`src/rtl/trigger_pulse_shaper.sv`:
```
// Trigger pulse shaper: turns each accepted rising edge of output_trigger into a
// delayed, width-controlled pulse followed by a holdoff, with accepted/missed counters.
module trigger_pulse_shaper #(
  parameter int CNT_W      = 16,
  parameter int TRIG_CNT_W = 32,
  parameter int MISS_CNT_W = 16
) (
  input  logic                  clock,
  input  logic                  scen_reset,
  input  logic                  enable,
  input  logic                  output_trigger,
  input  logic [CNT_W-1:0]      delay_cycles,
  input  logic [CNT_W-1:0]      width_cycles,
  input  logic [CNT_W-1:0]      holdoff_cycles,
  input  logic                  count_clear,
  output logic                  trig_out,
  output logic                  busy,
  output logic [TRIG_CNT_W-1:0] trig_count,
  output logic [MISS_CNT_W-1:0] missed_count
);

  typedef enum logic [1:0] {
    IDLE    = 2'd0,
    DELAY   = 2'd1,
    PULSE   = 2'd2,
    HOLDOFF = 2'd3
  } state_t;

  localparam logic [CNT_W-1:0]      CNT_ZERO = {CNT_W{1'b0}};
  localparam logic [CNT_W-1:0]      CNT_ONE  = {{(CNT_W-1){1'b0}}, 1'b1};
  localparam logic [TRIG_CNT_W-1:0] TRIG_ONE = {{(TRIG_CNT_W-1){1'b0}}, 1'b1};
  localparam logic [MISS_CNT_W-1:0] MISS_ONE = {{(MISS_CNT_W-1){1'b0}}, 1'b1};
  localparam logic [MISS_CNT_W-1:0] MISS_MAX = {MISS_CNT_W{1'b1}};

  // A programmed width of zero still produces a one-cycle pulse.
  function automatic logic [CNT_W-1:0] last_pulse_index(input logic [CNT_W-1:0] w);
    if (w == CNT_ZERO) begin
      return CNT_ZERO;
    end else begin
      return w - CNT_ONE;
    end
  endfunction

  state_t           state_r;
  logic             prev_r;
  logic [CNT_W-1:0] cnt_r;
  logic [CNT_W-1:0] width_sh_r;
  logic [CNT_W-1:0] holdoff_sh_r;
  logic             rise_s;
  logic             accept_s;
  logic             missed_s;
  logic             enter_pulse_s;

  // Edge detection and per-state accept/miss/pulse-entry decode.
  always_comb begin
    rise_s        = output_trigger & ~prev_r;
    accept_s      = 1'b0;
    missed_s      = 1'b0;
    enter_pulse_s = 1'b0;
    case (state_r)
      IDLE: begin
        accept_s      = rise_s & enable;
        enter_pulse_s = rise_s & enable & (delay_cycles == CNT_ZERO);
      end
      DELAY: begin
        missed_s      = rise_s & enable;
        enter_pulse_s = (cnt_r == CNT_ZERO);
      end
      PULSE:   missed_s = rise_s & enable;
      HOLDOFF: missed_s = rise_s & enable;
      default: missed_s = 1'b0;
    endcase
  end

  // Sequencer: edge register, shadow settings, down-counter and registered outputs.
  always_ff @(posedge clock) begin
    if (scen_reset) begin
      state_r      <= IDLE;
      prev_r       <= 1'b0;
      cnt_r        <= CNT_ZERO;
      width_sh_r   <= CNT_ZERO;
      holdoff_sh_r <= CNT_ZERO;
      trig_out     <= 1'b0;
      busy         <= 1'b0;
    end else begin
      prev_r <= output_trigger;
      case (state_r)
        IDLE: begin
          if (accept_s) begin
            width_sh_r   <= width_cycles;
            holdoff_sh_r <= holdoff_cycles;
            busy         <= 1'b1;
            if (enter_pulse_s) begin
              state_r  <= PULSE;
              cnt_r    <= last_pulse_index(width_cycles);
              trig_out <= 1'b1;
            end else begin
              state_r <= DELAY;
              cnt_r   <= delay_cycles - CNT_ONE;
            end
          end
        end
        DELAY: begin
          if (enter_pulse_s) begin
            state_r  <= PULSE;
            cnt_r    <= last_pulse_index(width_sh_r);
            trig_out <= 1'b1;
          end else begin
            cnt_r <= cnt_r - CNT_ONE;
          end
        end
        PULSE: begin
          if (cnt_r == CNT_ZERO) begin
            trig_out <= 1'b0;
            if (holdoff_sh_r != CNT_ZERO) begin
              state_r <= HOLDOFF;
              cnt_r   <= holdoff_sh_r - CNT_ONE;
            end else begin
              state_r <= IDLE;
              busy    <= 1'b0;
            end
          end else begin
            cnt_r <= cnt_r - CNT_ONE;
          end
        end
        HOLDOFF: begin
          if (cnt_r == CNT_ZERO) begin
            state_r <= IDLE;
            busy    <= 1'b0;
          end else begin
            cnt_r <= cnt_r - CNT_ONE;
          end
        end
        default: begin
          state_r  <= IDLE;
          cnt_r    <= CNT_ZERO;
          trig_out <= 1'b0;
          busy     <= 1'b0;
        end
      endcase
    end
  end

  // Status counters; clear has priority over a coincident increment.
  always_ff @(posedge clock) begin
    if (scen_reset || count_clear) begin
      trig_count   <= {TRIG_CNT_W{1'b0}};
      missed_count <= {MISS_CNT_W{1'b0}};
    end else begin
      if (enter_pulse_s) begin
        trig_count <= trig_count + TRIG_ONE;
      end
      if (missed_s && (missed_count != MISS_MAX)) begin
        missed_count <= missed_count + MISS_ONE;
      end
    end
  end

endmodule

```
`config.mk`:
```
export PLATFORM = sky130hd
export DESIGN_NAME = trigger_pulse_shaper
export DESIGN_NICKNAME = d
export VERILOG_FILES = /design/src/rtl/trigger_pulse_shaper.sv
export SDC_FILE = /design/constraint.sdc
export NUM_CORES = 1
export LEC_CHECK = 0
export ABC_CLOCK_PERIOD_IN_PS = 3100
export BUFFER_PORTS_ARGS = -buffer_cell sky130_fd_sc_hd__buf_2
export CORE_MARGIN = 4
export CORE_UTILIZATION = 40
export DETAILED_ROUTE_END_ITERATION = 10
export PLACE_DENSITY = 0.58
export SETUP_SLACK_MARGIN = 0.4
export SYNTH_ARGS = -nofsm -noshare
export SYNTH_HDL_FRONTEND = slang
export SYNTH_SLANG_ARGS = --single-unit
```
`constraint.sdc`:
```
create_clock -name clock -period 3.1 [get_ports clock]
set_input_delay 0.155 -clock clock [delete_from_list [all_inputs] [get_ports clock]]
set_output_delay 0.155 -clock clock [all_outputs]
set_load 0.005 [all_outputs]
```
==> impl_metrics.csv, run 1 <==
group,metric,value,unit
outcome,status,"finished, final reports clean",
floorplan,die_h,137,um
route,drtAntennaViolNets,0,
timing,rsz0062_at_grt,"yes",
placed_design,dp_cells,1143,
yosys,synth.area.top_cells,"dfxtp_1 31%, xnor2_1 6.6%, nand2_1 6.4%",
timing,fin_crit,2.64,ns
floorplan,coreArea,16100,um^2
final_layout,final_cell_area,7800,um^2
route,drt_iter0_drc,529,
yosys,syn_inst,841,
yosys,synth_area,6610,um^2
yosys,synth_cell_types,74,
global_routing,grt_pass1_vias,6030,
cts,cts_buffers,9,
timing,hold_viol,0,
placed_design,place_congestion,0.921,
floorplan,rows,46,
cts,ctsLongestPathBuffers,2,
global_routing,grt_use_total,0.210,
placed_design,detailedPlace.worstSlack,0.226,ns
yosys,synth_commonest_cells,"112 x nand2_1, 101 x dfxtp_1, 77 x nor2_1",
yosys,synth_warnings,0,
placed_design,dpl_cell_area,7430,um^2
route,drc,0,
yosys,synth_top_cell_area_share,0.306,
final_layout,regArea,2020,um^2
timing,worst_pin_slew,0.777,ns
setup_path,crit_path_top_delay_cell,"or3b_2",
final_layout,fillerInstances,1590,
setup_path,cp_slowest_stage_delay,0.53,ns
pwr,p_leak,2.91,nW
pwr,cellPowerDensity,628,nW/um^2
timing,setup_tns,0,ns
global_routing,grt_max_degree,33,
global_routing,grt_overflow_total,0,
timing,slew_headroom,0.478,
placed_design,io_buffer_count,102,
floorplan,start_util,0.411,
cts,clkTransAtPathRegs,0.07,ns
yosys,syn_area_per_cell,7.86,um^2
setup_path,crit_path_max_fanout,5,
setup_path,worstSetupPathType,"reg -> reg",
timing,setup_ws,0.456,ns
timing,fmaxAchievable,378,MHz
route,routed-via-count,6537,
floorplan,die_w,137,um
yosys,synth-seq-area-share,0.306,
timing,clock_skew,0.00926,ns
route,wirelength,19400,um
floorplan,dieArea,18600,um^2
final_layout,fin_cells,1161,
placed_design,place_hpwl,14800,um
timing,finalSetupViolCount,0,
yosys,synth_seq_cells,101,
pwr,max-vdd-ir-drop,0.000480,V
setup_path,crit_required,3.34,ns
cts,cts-root-buf,"clkbuf_16",
final_layout,num_antenna_cells,0,
setup_path,crit_chain,"inv_1 -> ha_1 -> or3b_2 -> nand2b_1 -> or3_1 -> nor3_1 -> a211oi_1 -> a2111oi_1",
yosys,synth_top_area_cell,"dfxtp_1",
setup_path,start_kind,"register",
yosys,async_flop_share,0,
cts,clkSinkCount,101,
final_layout,utilization,0.486,
route,wl_per_cell,16.7,um
yosys,synth-edff-count,0,
cts,cts_tree,"yes",
setup_path,end_kind,"register",
min_path,hp-class,"in -> reg",
route,viasPerCell,5.63,
yosys,yosysMostFrequentCell,"nand2_1",
final_layout,areaGrowthSynthToFinish,18.1,%
global_routing,antenna_found_initial,0,
setup_path,worstPathArrival,2.88,ns
yosys,synthFlopType,"dfxtp_1",
floorplan,io_pins,103,
flow_run,cap_violations,0,
timing,drv_slew,0,
final_layout,multiInputGateArea,4360,um^2
timing,finalCritPeriodShare,0.853,
final_layout,layout-drive-gt1-share,0.196,
cts,h-tree-depth,3,
global_routing,grt_pass1_wl,31000,um
yosys,syn-num-nets,908,
route,dr.pass1.iters,5,
cts,clkLatencyLatePin,0.36,ns
final_layout,fin_nets,1008,
## area by class of cell
class | count | area share
inverters | 24 | 0.0115
clock buffers | 9 | 0.0289
well taps | 216 | 0.0346
multi-input cells | 673 | 0.559
clock inverters | 6 | 0.0114
repair buffers | 132 | 0.0959
flip-flops and latches | 101 | 0.259
## metal layers
| layer | share of wire | wire length [um] | up-vias | GRT usage |
|---|---|---|---|---|
| met3 | 0.059 | 1140 | 18 | 0.0419 |
| met2 | 0.47 | 9110 | 190 | 0.340 |
| met4 | 0.014 | 267 | 0 | 0.0526 |
| met5 | 0 | 0 | - | 0 |
| met1 | 0.46 | 8880 | 3049 | 0.287 |
| li1 | - | - | 3280 | - |
## registers in the layout, indices dropped and copies added (netlist names)
name,flops
cnt_r,16
missed_count,16
state_r,2
prev_r,1
holdoff_sh_r,16
trig_count,32
busy,1
width_sh_r,16
trig_out,1
## layout by cell type, fill, tap and decap left out, types with 12 or more instances in the layout
cell      count
a211oi_1     17
a21oi_1      61
buf_2       102
buf_4        29
dfxtp_1     101
ha_1         13
inv_1        23
nand2_1     112
nand3_1      29
nand4_1      18
nor2_1       77
nor3_1       29
nor4_1       27
o21ai_0      24
o31ai_1      12
or3_1        19
xnor2_1      50
xor2_1       39
## worst max-delay path, delay by kind of cell, from the launching register on
family	cells	cell delay, ns
compound gates	2	0.47
fa+ha+maj	1	0.19
buf+inv	1	0.08
flops	1	0.33
simple gates	4	1.44
## path summary, 6_finish.rpt
check / from / end / slack [ns] / cells after the start
max: cnt_r[0]$_SDFFE_PP0P_ / cnt_r[6]$_SDFFE_PP0P_ / 0.46 / 8
min reg2reg: width_sh_r[13]$_SDFFE_PP0P_ / width_sh_r[13]$_SDFFE_PP0P_ / 0.47 / 2
min: holdoff_cycles[0] / holdoff_sh_r[0]$_SDFFE_PP0P_ / 0.03 / 3
max reg2reg: cnt_r[0]$_SDFFE_PP0P_ / cnt_r[6]$_SDFFE_PP0P_ / 0.46 / 8
## logic make-up after synthesis
family	Yosys count	synth area share
DFF	101	0.306
and+or+nand+nor	399	0.332
adders and majority gates	14	0.0265
muxes	5	0.00776
AOI/OAI and AO/OA	166	0.169
xor gates and xnor gates	89	0.118
buffers and inverters	67	0.0401
## stage by stage
stage | hold WS, ns | power [mW]
floorplan | 0.283 | 3.00
global placement | 0.402 | 3.64
detailed placement | 0.400 | 3.63
CTS | 0.0204 | 4.88
global route | 0.0373 | 5.18
finish | 0.0336 | 4.90
## where the power goes
part	internal, mW	total [mW]	switching [mW]
Sequential	1.43	1.60	0.176
Clock	0.702	1.20	0.497
Combinational	0.849	2.09	1.24
## what timing repair did
action,in CTS,in global routing
hold endpoints to repair,0,0
pin swaps,1,1
setup endpoints to repair,6,15
gates resized for setup,3,7
hold buffers,0,0
buffers inserted,3,0
(Power assumes the default switching activity.)
==> inputs of run 2 (changes only) <==
--- a/config.mk
+++ b/config.mk
@@ -5,7 +5,7 @@
 export SDC_FILE = /design/constraint.sdc
 export NUM_CORES = 1
 export LEC_CHECK = 0
-export ABC_CLOCK_PERIOD_IN_PS = 3100
+export ABC_CLOCK_PERIOD_IN_PS = 3120
 export BUFFER_PORTS_ARGS = -buffer_cell sky130_fd_sc_hd__buf_2
 export CORE_MARGIN = 4
 export CORE_UTILIZATION = 40
==> constraint.sdc (replaced) <==
create_clock -name clock -period 3.12 [get_ports clock]
set_input_delay 0.156 -clock clock [delete_from_list [all_inputs] [get_ports clock]]
set_output_delay 0.156 -clock clock [all_outputs]
set_load 0.005 [all_outputs]
==> impl_metrics.csv, run 2 (synthesized netlist as in run 1, its figures left out) <==
group,metric,value,unit
global_routing,grt_pass1_vias,5838,
pwr,seqPwrFrac,0.338,
global_routing,antenna_found_initial,0,
cts,clkLatencyLatePin,0.35,ns
final_layout,num_antenna_cells,0,
cts,cts_tree,"yes",
cts,cts_buffers,9,
cts,clkTransAtPathRegs,0.07,ns
pwr,comb_power_share,0.438,
placed_design,place_congestion,0.938,
final_layout,layout-drive-gt1-share,0.200,
timing,setup_tns,0,ns
pwr,p_leak,2.91,nW
route,wl_per_cell,16.6,um
global_routing,grt_pass1_wl,30500,um
timing,drv_slew,0,
final_layout,final_cell_mix,"112 x nand2_1, 102 x buf_2, 100 x dfxtp_1",
placed_design,place_hpwl,14700,um
route,routed-via-count,6433,
route,dr.pass1.iters,5,
final_layout,areaGrowthSynthToFinish,18.4,%
final_layout,mostFrequentLayoutCell,"nand2_1",
pwr,cellPowerDensity,604,nW/um^2
route,wirelength,19300,um
cts,clkSinkCount,101,
cts,ctsHoldBuffers,0,
min_path,hp-class,"in -> reg",
floorplan,die_h,137,um
floorplan,rows,46,
outcome,status,"finished, final reports clean",
placed_design,dp_cells,1142,
global_routing,grt_max_degree,33,
pwr,intPower,2.81,mW
setup_path,start_kind,"register",
timing,hold_viol,0,
route,drc,0,
floorplan,dieArea,18600,um^2
timing,rsz0062_at_grt,"yes",
pwr,p_switching,1.92,mW
final_layout,regArea,2020,um^2
pwr,max-vdd-ir-drop,0.000404,V
setup_path,worstSetupPathType,"reg -> reg",
route,drt_iter0_drc,452,
timing,fmaxAchievable,381,MHz
cts,cts-root-buf,"clkbuf_16",
floorplan,start_util,0.411,
global_routing,grt_overflow_total,0,
final_layout,largest_reg_flops,32,
setup_path,crit_required,3.37,ns
cts,h-tree-depth,3,
final_layout,fin_cells,1165,
floorplan,io_pins,103,
timing,slew_headroom,0.483,
timing,finalSetupViolCount,0,
pwr,clockPowerShare,0.224,
floorplan,coreArea,16100,um^2
flow_run,cap_violations,0,
pwr,switching_share,0.405,
route,viasPerCell,5.52,
final_layout,fillerInstances,1641,
final_layout,fin_nets,1011,
final_layout,multiInputGateArea,4380,um^2
cts,ctsLongestPathBuffers,2,
final_layout,top_register,"trig_count",
timing,worst_pin_slew,0.770,ns
timing,clock_skew,0.00851,ns
setup_path,crit_path_max_fanout,12,
placed_design,io_buffer_count,102,
global_routing,grt_use_total,0.207,
setup_path,end_kind,"register",
route,drtAntennaViolNets,0,
floorplan,die_w,137,um
timing,finalCritPeriodShare,0.842,
setup_path,worstPathArrival,2.88,ns
timing,fin_crit,2.63,ns
==> run 2: routing by layer <==
metal / global-route usage / vias to the layer above / share of wire
met3: 0.0360 / 29 / 0.051
li1: - / 3274 / -
met4: 0.0633 / 0 / 0.022
met5: 0 / - / 0
met2: 0.333 / 167 / 0.46
met1: 0.283 / 2963 / 0.46
==> run 2: cell type report <==
type	instances	share of cell area
well taps	216	0.0346
flip-flops and latches	101	0.259
clock inverters	6	0.00624
clock buffers	10	0.0293
multi-input cells	674	0.559
inverters	24	0.0115
repair buffers	134	0.100
==> run 2: metrics by stage <==
stage                     instance area (um^2)  utilization  worst slack, ns  power [mW]  hold WS [ns]
after floorplan                           6610            -            0.533        2.98         0.284
after global placement                    7420        0.462            0.373        3.61         0.402
after detailed placement                  7420        0.462            0.313        3.60         0.403
after CTS                                 7720        0.481            0.424        4.69        0.0210
after global routing                      7820        0.487            0.389        5.03        0.0362
final                                     7820        0.487            0.494        4.72        0.0372
==> run 2: repair_timing <==
action                                  in CTS  in global routing
setup buffers                                0                  5
pin swaps                                    0                  1
gates cloned                                 0                  2
resized for setup                            3                 11
endpoints found under the setup margin       4                 10
==> run 2: power by group through the flow <==
stage                     registers (mW)  logic, mW  clock network (mW)
final                               1.60       2.07                1.06
after global routing                1.62       2.27                1.15
after CTS                           1.59       2.00                1.10
after detailed placement            1.62       1.98                   0
after global placement              1.62       2.00                   0
after floorplan                     1.58       1.41                   0
==> run 2: worst paths after layout <==
kind	start	end	slack, ns	cells after the start
worst max-delay path	state_r[0]$_SDFFE_PP0P_	cnt_r[4]$_SDFFE_PP0P_	0.49	9
worst min-delay path	holdoff_cycles[13]	holdoff_sh_r[13]$_SDFFE_PP0P_	0.04	3
worst max register to register	state_r[0]$_SDFFE_PP0P_	cnt_r[4]$_SDFFE_PP0P_	0.49	9
worst min register to register	width_sh_r[13]$_SDFFE_PP0P_	width_sh_r[13]$_SDFFE_PP0P_	0.48	2
==> run 2: critical path: stages, from the launching register on <==
cell       delay, ns
dfxtp_1         0.38
inv_1           0.10
ha_2            0.23
and4b_2         0.30
nand4b_4        0.16
a2bb2oi_4       0.32
buf_12          0.19
nor3_1          0.06
or4_1           0.52
a32o_1          0.25
